## config.mk

```make
export PLATFORM = sky130hd
export DESIGN_NAME = ps2_rx_fifo
export DESIGN_NICKNAME = d
export VERILOG_FILES = /design/src/rtl/ps2_rx_fifo.sv
export SDC_FILE = /design/constraint.sdc
export NUM_CORES = 1
export LEC_CHECK = 0
export BUFFER_PORTS_ARGS = -buffer_cell sky130_fd_sc_hd__buf_2
export CAP_MARGIN = 20
export CORE_MARGIN = 2
export CORE_UTILIZATION = 45
export CTS_BUF_LIST = sky130_fd_sc_hd__clkbuf_2
export CTS_CLUSTER_DIAMETER = 120
export DETAILED_ROUTE_END_ITERATION = 8
export MAX_ROUTING_LAYER = met4
export PLACE_DENSITY = 0.7
export SETUP_SLACK_MARGIN = 0.2
export SYNTH_ARGS = -nofsm -noshare
export SYNTH_HDL_FRONTEND = slang
export SYNTH_SLANG_ARGS = --single-unit
export TNS_END_PERCENT = 1
```

## constraint.sdc

```tcl
create_clock -name clk -period 3.9 [get_ports clk]
set_clock_uncertainty 0.05 [all_clocks]
set_input_delay 0.39 -clock clk [delete_from_list [all_inputs] [get_ports clk]]
set_output_delay 0.39 -clock clk [all_outputs]
set_load 0.01 [all_outputs]
```

## src/rtl/ps2_rx_fifo.sv

```systemverilog
// PS/2 receiver with a glitch-filtered clock line and a show-ahead byte FIFO.
// Frames (start, 8 data LSB first, odd parity, stop) are decoded on filtered
// ps2_clk falling edges; good bytes are queued, bad frames raise sticky flags.
module ps2_rx_fifo #(
    parameter int unsigned DEPTH_LOG2 = 3,
    parameter int unsigned FILTER_LEN = 4,
    parameter int unsigned TIMEOUT    = 50000
) (
    input  logic                  clk,
    input  logic                  clr,
    input  logic                  ps2_clk,
    input  logic                  ps2_data,
    input  logic                  nextdata_n,
    output logic [7:0]            data,
    output logic                  ready,
    output logic [DEPTH_LOG2:0]   level,
    output logic                  overflow,
    output logic                  parity_err,
    output logic                  frame_err
);

    localparam int unsigned DEPTH = 1 << DEPTH_LOG2;
    localparam int unsigned FCW   = $clog2(FILTER_LEN);
    localparam int unsigned TOW   = 20;

    localparam logic [DEPTH_LOG2:0] DEPTH_LV  = (DEPTH_LOG2 + 1)'(DEPTH);
    localparam logic [FCW-1:0]      FILT_MAX  = FCW'(FILTER_LEN - 1);
    localparam logic [TOW-1:0]      IDLE_LAST = TOW'(TIMEOUT - 1);

    // synchronisers
    logic clk_s1, clk_s2;
    logic dat_s1, dat_s2;

    // clock filter
    logic           filt_clk;
    logic           filt_prev;
    logic [FCW-1:0] filt_cnt;
    logic           sample_evt;

    // receiver
    logic [3:0]     bit_cnt;
    logic [9:0]     shreg;
    logic [TOW-1:0] idle_cnt;
    logic           frame_done;
    logic           start_ok;
    logic           stop_ok;
    logic           par_ok;
    logic           frame_valid;
    logic           frame_bad;
    logic           par_bad;
    logic           timeout_hit;

    // fifo
    logic [7:0]            mem [DEPTH];
    logic [DEPTH_LOG2-1:0] wr_ptr;
    logic [DEPTH_LOG2-1:0] rd_ptr;
    logic [DEPTH_LOG2:0]   level_nxt;
    logic                  push;
    logic                  pop;

    // Two-flop synchronisers on both PS/2 lines; idle-high after reset.
    always_ff @(posedge clk) begin
        if (clr) begin
            clk_s1 <= 1'b1;
            clk_s2 <= 1'b1;
            dat_s1 <= 1'b1;
            dat_s2 <= 1'b1;
        end else begin
            clk_s1 <= ps2_clk;
            clk_s2 <= clk_s1;
            dat_s1 <= ps2_data;
            dat_s2 <= dat_s1;
        end
    end

    // Filtered clock follows the synchronised line only after FILTER_LEN
    // consecutive differing samples; any agreeing sample restarts the count.
    always_ff @(posedge clk) begin
        if (clr) begin
            filt_clk  <= 1'b1;
            filt_prev <= 1'b1;
            filt_cnt  <= '0;
        end else begin
            filt_prev <= filt_clk;
            if (clk_s2 == filt_clk) begin
                filt_cnt <= '0;
            end else if (filt_cnt == FILT_MAX) begin
                filt_clk <= clk_s2;
                filt_cnt <= '0;
            end else begin
                filt_cnt <= filt_cnt + 1'b1;
            end
        end
    end

    assign sample_evt = filt_prev & ~filt_clk;

    // Frame evaluation on the stop-bit sample; shreg[0] holds the start bit.
    always_comb begin
        frame_done  = sample_evt && (bit_cnt == 4'd10);
        start_ok    = ~shreg[0];
        stop_ok     = dat_s2;
        par_ok      = ^shreg[9:1];
        frame_valid = frame_done & start_ok & stop_ok & par_ok;
        frame_bad   = frame_done & ~(start_ok & stop_ok);
        par_bad     = frame_done & start_ok & stop_ok & ~par_ok;
        timeout_hit = (bit_cnt != 4'd0) && !sample_evt && (idle_cnt == IDLE_LAST);
    end

    // Bit counter, right-shifting capture register and idle watchdog.
    always_ff @(posedge clk) begin
        if (clr) begin
            bit_cnt  <= '0;
            idle_cnt <= '0;
            shreg    <= '0;
        end else if (sample_evt) begin
            idle_cnt <= '0;
            if (bit_cnt == 4'd10) begin
                bit_cnt <= '0;
            end else begin
                shreg   <= {dat_s2, shreg[9:1]};
                bit_cnt <= bit_cnt + 1'b1;
            end
        end else if (bit_cnt != 4'd0) begin
            if (timeout_hit) begin
                bit_cnt  <= '0;
                idle_cnt <= '0;
            end else begin
                idle_cnt <= idle_cnt + 1'b1;
            end
        end else begin
            idle_cnt <= '0;
        end
    end

    // Push is allowed into a full FIFO only when a pop frees a slot this cycle.
    always_comb begin
        pop       = ~nextdata_n & ready;
        push      = frame_valid & ((level < DEPTH_LV) | pop);
        level_nxt = level;
        if (push && !pop) begin
            level_nxt = level + 1'b1;
        end else if (pop && !push) begin
            level_nxt = level - 1'b1;
        end
    end

    // Sticky error flags, cleared only by clr.
    always_ff @(posedge clk) begin
        if (clr) begin
            overflow   <= 1'b0;
            parity_err <= 1'b0;
            frame_err  <= 1'b0;
        end else begin
            if (frame_bad || timeout_hit) begin
                frame_err <= 1'b1;
            end
            if (par_bad) begin
                parity_err <= 1'b1;
            end
            if (frame_valid && !push) begin
                overflow <= 1'b1;
            end
        end
    end

    // Storage array; contents need no reset because data is gated by ready.
    always_ff @(posedge clk) begin
        if (push && !clr) begin
            mem[wr_ptr] <= shreg[8:1];
        end
    end

    // Pointers and registered occupancy.
    always_ff @(posedge clk) begin
        if (clr) begin
            wr_ptr <= '0;
            rd_ptr <= '0;
            level  <= '0;
            ready  <= 1'b0;
        end else begin
            if (push) begin
                wr_ptr <= wr_ptr + 1'b1;
            end
            if (pop) begin
                rd_ptr <= rd_ptr + 1'b1;
            end
            level <= level_nxt;
            ready <= (level_nxt != '0);
        end
    end

    // Show-ahead head byte, zero while empty.
    always_comb begin
        data = 8'h00;
        if (ready) begin
            data = mem[rd_ptr];
        end
    end

endmodule

```

* Yosys cells after proc, flatten, opt, wreduce, memory -nomap -nowiden
Memory sizes are Yosys's and may differ from the RTL's. A register that Yosys moved wholly into a read port is not among the register bits.
Cells that the tools add are included.
** Operators by class
- Add/subtract/negate cells :: 7
- Order comparisons :: 1
- Equal/unequal tests :: 4
- Multiplexer cells :: 11
- Bitwise logic cells :: 18
- Reductions and logical operators :: 22
** Operators with widths (number)
- $mux W4 :: 6
- $add A20 B1 Y20 const B :: 1
- $eq A20 B16 Y1 const B :: 1
- $and A1 B1 Y1 :: 9
- $reduce_xor A9 Y1 :: 1
- $add A4 B1 Y4 const B :: 2
- $mux W8 :: 1
- $not A1 Y1 :: 8
- $reduce_bool A4 Y1 :: 2
- $logic_and A1 B1 Y1 :: 7
- $add A3 B1 Y3 const B :: 2
- $mux W3 :: 2
- $reduce_and A2 Y1 :: 3
- $eq A4 B4 Y1 const B :: 1
- $logic_not A1 Y1 :: 4
- $lt A4 B4 Y1 const B :: 1
- $reduce_bool A2 Y1 :: 2
- $reduce_or A4 Y1 :: 1
- $sub A4 B1 Y4 const B :: 1
- $reduce_or A3 Y1 :: 1
- $add A2 B1 Y2 const B :: 1
- $eq A2 B2 Y1 const B :: 1
- $mux W1 :: 2
- $eq A1 B1 Y1 :: 1
- other kinds (2) :: 2
** Word-level totals
- Register bits after elaboration :: 56
- Bits in writable memories :: 64
- Input bits :: 5
- Output and inout port bits :: 16
- Logic and storage cells :: 81
- Memories :: 1
** Memory list
- mem :: depth 8, bits a word 8, read ports 1, clocked after Yosys merged registers in 1, wr ports 1, RTL line 54 : logic [7:0] mem [DEPTH];

* Depth between registers and ports, before layout
- Depth in word-level cells :: 12
- Gate-level depth with buffers :: 8
- Gate-level depth less buffers :: 8

* Worst setup path before layout
OpenSTA, ideal clock, no wires.
- Path type :: reg-to-reg
- Start :: register shreg[4]
- End :: memory mem[0][0] (enable)
- Library setup time :: 0.383 ns
- Arrival :: 2.381 ns
- Data required time :: 3.467 ns
- Slack :: 1.085 ns
- Cell stages (with the launch flop) :: 7
- Path buffers :: 0
- Clock period less this slack :: 2.815 ns
- Cells stage by stage :: dfxtp_1 > xor2_1 > xnor3_1 > mux2_4 > nand2_1 > or3_1 > nor3_1
** On the way
- Word-level cells in the longest chain between the ends :: 6
** Ends and longest elaborated chain
- from (decl) :: RTL line 42 : logic [9:0] shreg;
- from (signal assigned) :: RTL line 121 : shreg <= {dat_s2, shreg[9:1]};
- $reduce_xor A9 Y1 :: RTL line 103 : par_ok = ^shreg[9:1];
- $and A1 B1 Y1 :: RTL line 104 : frame_valid = frame_done & start_ok & stop_ok & par_ok;
- $and A1 B1 Y1 :: RTL line 139 : push = frame_valid & ((level < DEPTH_LV) | pop);
- $logic_and A1 B1 Y1 :: RTL line 169 : if (push && !clr) begin
- $mux W1 :: RTL line 169
- $mux W1 (not written as such) :: RTL line 170 : mem[wr_ptr] <= shreg[8:1];
- to (decl) :: RTL line 54
Every way passes these cells.

* Worst setup path after layout
- Start :: register shreg[3]
- End :: memory mem[2][0] (enable)
The elaborated chain is that of the path after synthesis.

==> results.tsv <==
stage	metric	value	unit
route	drc_errors	0	
sta	fin_crit	3.029	ns
sta	fin_crit_sh	77.66	%
status	status	finished clean	
cells_and_area	areaGrowthSynthToFinish	9.109	%
die	core	0.01098	mm²
clock_network	cts_hold_buffers	2	
pwr	p_seq_share	58.8	%
synthesis	synthesis.nets	427	
cells_and_area	drive_gt1_share	17.72	%
critical_path	rrSetupSlack	0.87	ns
clock_network	clockBufferDepth	2	
sta	worst_pin_slew	0.9102	ns
route	wl_per_cell	15.78	µm
critical_path	critPathBufInv	0	
route	avgViaCountPerCell	5.196	
route	via_count	3102	
place	hpwl	6287	µm
clock_network	cts_buffers	17	
critical_path	endpoint_kind	register	
clock_network	root_buffer	clkbuf_2	
sta	grt_setup_unrepaired	false	
synthesis	yosysSeqAreaShare	60.72	%
die	dieArea	0.01222	mm²
pwr	intPower	1.754	mW
place	io_buffers	20	
pwr	ir_drop	0.2298	mV
place	dp.cells	563	
synthesis	syn_avg_cell_area	12.37	µm²
synthesis	async_reset_ff_share	0	%
critical_path	path_delay_family	simple AND/OR/NAND/NOR gates	
synthesis	synthFlopType	edfxtp_1	
global_route	grt_usage	16.99	%
route	routed_wl	9419	µm
critical_path	rr_startpoint	shreg[3]	
synthesis	synth_edf_count	64	
global_route	grt_overflow	0	
clock_network	h-tree-depth	4	
clock_network	cts_tree	done	
critical_path	reg2reg_depth	6	
cells_and_area	finalNonFillerCells	597	
global_route	grt_pass1_vias	3174	
route	drt_iter0_drc	138	
critical_path	path_cells	xor2_1 -> xnor3_1 -> mux2_4 -> nand2_1 -> or3_1 -> nor2_1	
synthesis	syn_area	0.005110	mm²
pwr	p_leak	1.916	nW
die	start_util	46.53	%
critical_path	worst_path_largest_cell_delay	0.61	ns
synthesis	synthDistinctLibCells	46	
worst_hold_path	holdPathStages	4	
clock_network	cts.reportedPaths.clkPinSlew	0.17	ns
critical_path	path_class	register to register	
cells_and_area	mostFrequentLayoutCell	edfxtp_1	
sta	setup_viol	0	
cells_and_area	antenna_cells	0	
critical_path	worstReg2RegEnd	mem[2][0]	
global_route	antenna_found_initial	0	
global_route	grt_max_degree	39	
route	first_pass_iters	4	
clock_network	cts_sinks	123	
critical_path	worstPathRequired	4.13	ns
critical_path	cp_max_fo	11	
clock_network	post_cts_buffers	0	
pwr	p_sw	0.7305	mW
sta	tns	0	ns
run	cap_violations	0	
synthesis	syn_inst	413	
pwr	sw_frac_of_total	29.40	%
die	die_w	110.6	µm
sta	max_freq	330.2	MHz
global_route	grt_pass1_wl	15970	µm
cells_and_area	fin_nets	458	
pwr	power_density	445.6	mW/mm²
critical_path	cp-start-kind	register	
cells_and_area	final_cell_mix	edfxtp_1 (64), dfxtp_1 (59), nor2_1 (55)	
sta	max_slew_margin	39.10	%
clock_network	insertion_delay	0.65	ns
die	ioPinCount	21	
die	die-height	110.6	µm
pwr	p_comb_share	15.3	%
critical_path	critPathArrivalTime	3.25	ns
route	final_antenna_net_count	0	
synthesis	ys_warn_count	0	
die	rows	38	
place	gp_congestion	0.8402	
worst_hold_path	hold_start	nextdata_n	
critical_path	crit_slowest_cell	nor2_1	
synthesis	yosys_register_bits	123	
clock_network	ctsResizeCount	0	
pwr	clock_power_share	26.0	%
worst_hold_path	hold_path.class	input pin to register	
sta	finalHoldViolCount	0	
sta	slew_violations	0	
==> stage by stage <==
stage	hold slack (ns)	cell area, µm²	util [%]	power (mW)	worst slack (ns)
after floorplan	0.3395	5110	-	1.755	1.085
final	0.09706	5575	50.76	2.484	0.8712
after detailed placement	0.3423	5366	48.86	1.871	0.8714
after global placement	0.3483	5366	48.86	1.859	0.9325
after CTS	0.05312	5575	50.76	2.512	0.7837
after global routing	0.02374	5575	50.76	2.622	0.6129
==> sequential cells by signal (all words and copies together) (netlist names), named ones only <==
name and cells:
bit_cnt 4, clk_s1 1, clk_s2 1, dat_s1 1, dat_s2 1, filt_clk 1, filt_cnt 2, filt_prev 1
frame_err 1, idle_cnt 20, level 4, mem 64, overflow 1, parity_err 1, rd_ptr 3, ready 1
shreg 10, wr_ptr 3
==> Yosys cell counts (all sizes together), types with 3 or more instances <==
library cell / instances / share of area (%)
nor4: 4 / 0.49
and3: 6 / 0.73
nand2: 38 / 2.8
nor2b: 11 / 1.3
inv: 8 / 0.59
or3: 4 / 0.49
nor3: 10 / 0.98
mux2i: 12 / 2.4
ha: 9 / 2.2
edfxtp: 64 / 38
o21ai: 3 / 0.29
dfxtp: 59 / 23
xnor2: 13 / 2.2
nand2b: 5 / 0.61
nand3: 9 / 0.88
buf: 6 / 0.49
nand4: 6 / 0.73
a31oi: 4 / 0.49
clkbuf: 10 / 0.76
or2: 5 / 0.61
mux4: 16 / 7.1
a21oi: 16 / 1.6
xor2: 17 / 2.9
nor2: 55 / 4.0
==> worst max-delay path by stage <==
stage,startpoint,endpoint,cells after the start,slack (ns)
2_1_floorplan,shreg[4],mem[0][0],6,1.09
3_3_place_gp,shreg[3],mem[1][5],6,0.93
3_5_place_dp,shreg[3],mem[1][4],6,0.87
4_1_cts,register,data[4],5,0.78
5_1_grt,register,data[4],5,0.61
6_report,shreg[3],mem[2][0],6,0.87
==> worst reg2reg max path, stage by stage (launching register included) <==
cell and delay (ns):
dfxtp_1 0.56, xor2_1 0.18, xnor3_1 0.48, mux2_4 0.29, nand2_1 0.12, or3_1 0.38
nor2_1 0.61
==> kinds of logic (layout without fill, tap and decap cells) <==
| kind of cell | Yosys count | after routing | share of synthesized area (%) |
|---|---|---|---|
| simple gates | 164 | 164 | 15.52 |
| xor+xnor | 32 | 32 | 6.048 |
| mux | 30 | 30 | 9.917 |
| fa+ha+maj | 9 | 9 | 2.204 |
| buf+inv | 24 | 68 | 1.836 |
| compound gates | 31 | 31 | 3.746 |
| flops | 123 | 123 | 60.72 |
==> per-layer routing <==
layer	part of all wire (%)	GRT usage, %	vias up
li1	-	-	1546
met1	48	22.50	1486
met2	47	25.56	59
met3	3.8	4.446	11
met4	1.3	5.833	0
met5	0	-	-
==> power groups by stage <==
| stage | clock network (mW) | logic [mW] | registers [mW] |
|---|---|---|---|
| floorplan | 0 | 0.308 | 1.45 |
| global placement | 0 | 0.374 | 1.49 |
| detailed placement | 0 | 0.381 | 1.49 |
| CTS | 0.666 | 0.384 | 1.46 |
| global route | 0.730 | 0.420 | 1.47 |
| finish | 0.645 | 0.380 | 1.46 |
==> area by class of cell <==
type	instances	area [µm²]
fillers	980	5408
flip-flops and latches	123	3103
multi-input cells	266	1913
well taps	140	175.2
repair buffers	28	165.2
clock inverters	14	98.84
clock buffers	18	90.09
inverters	8	30.03
No activity file was read; power rests on OpenSTA's default activity.
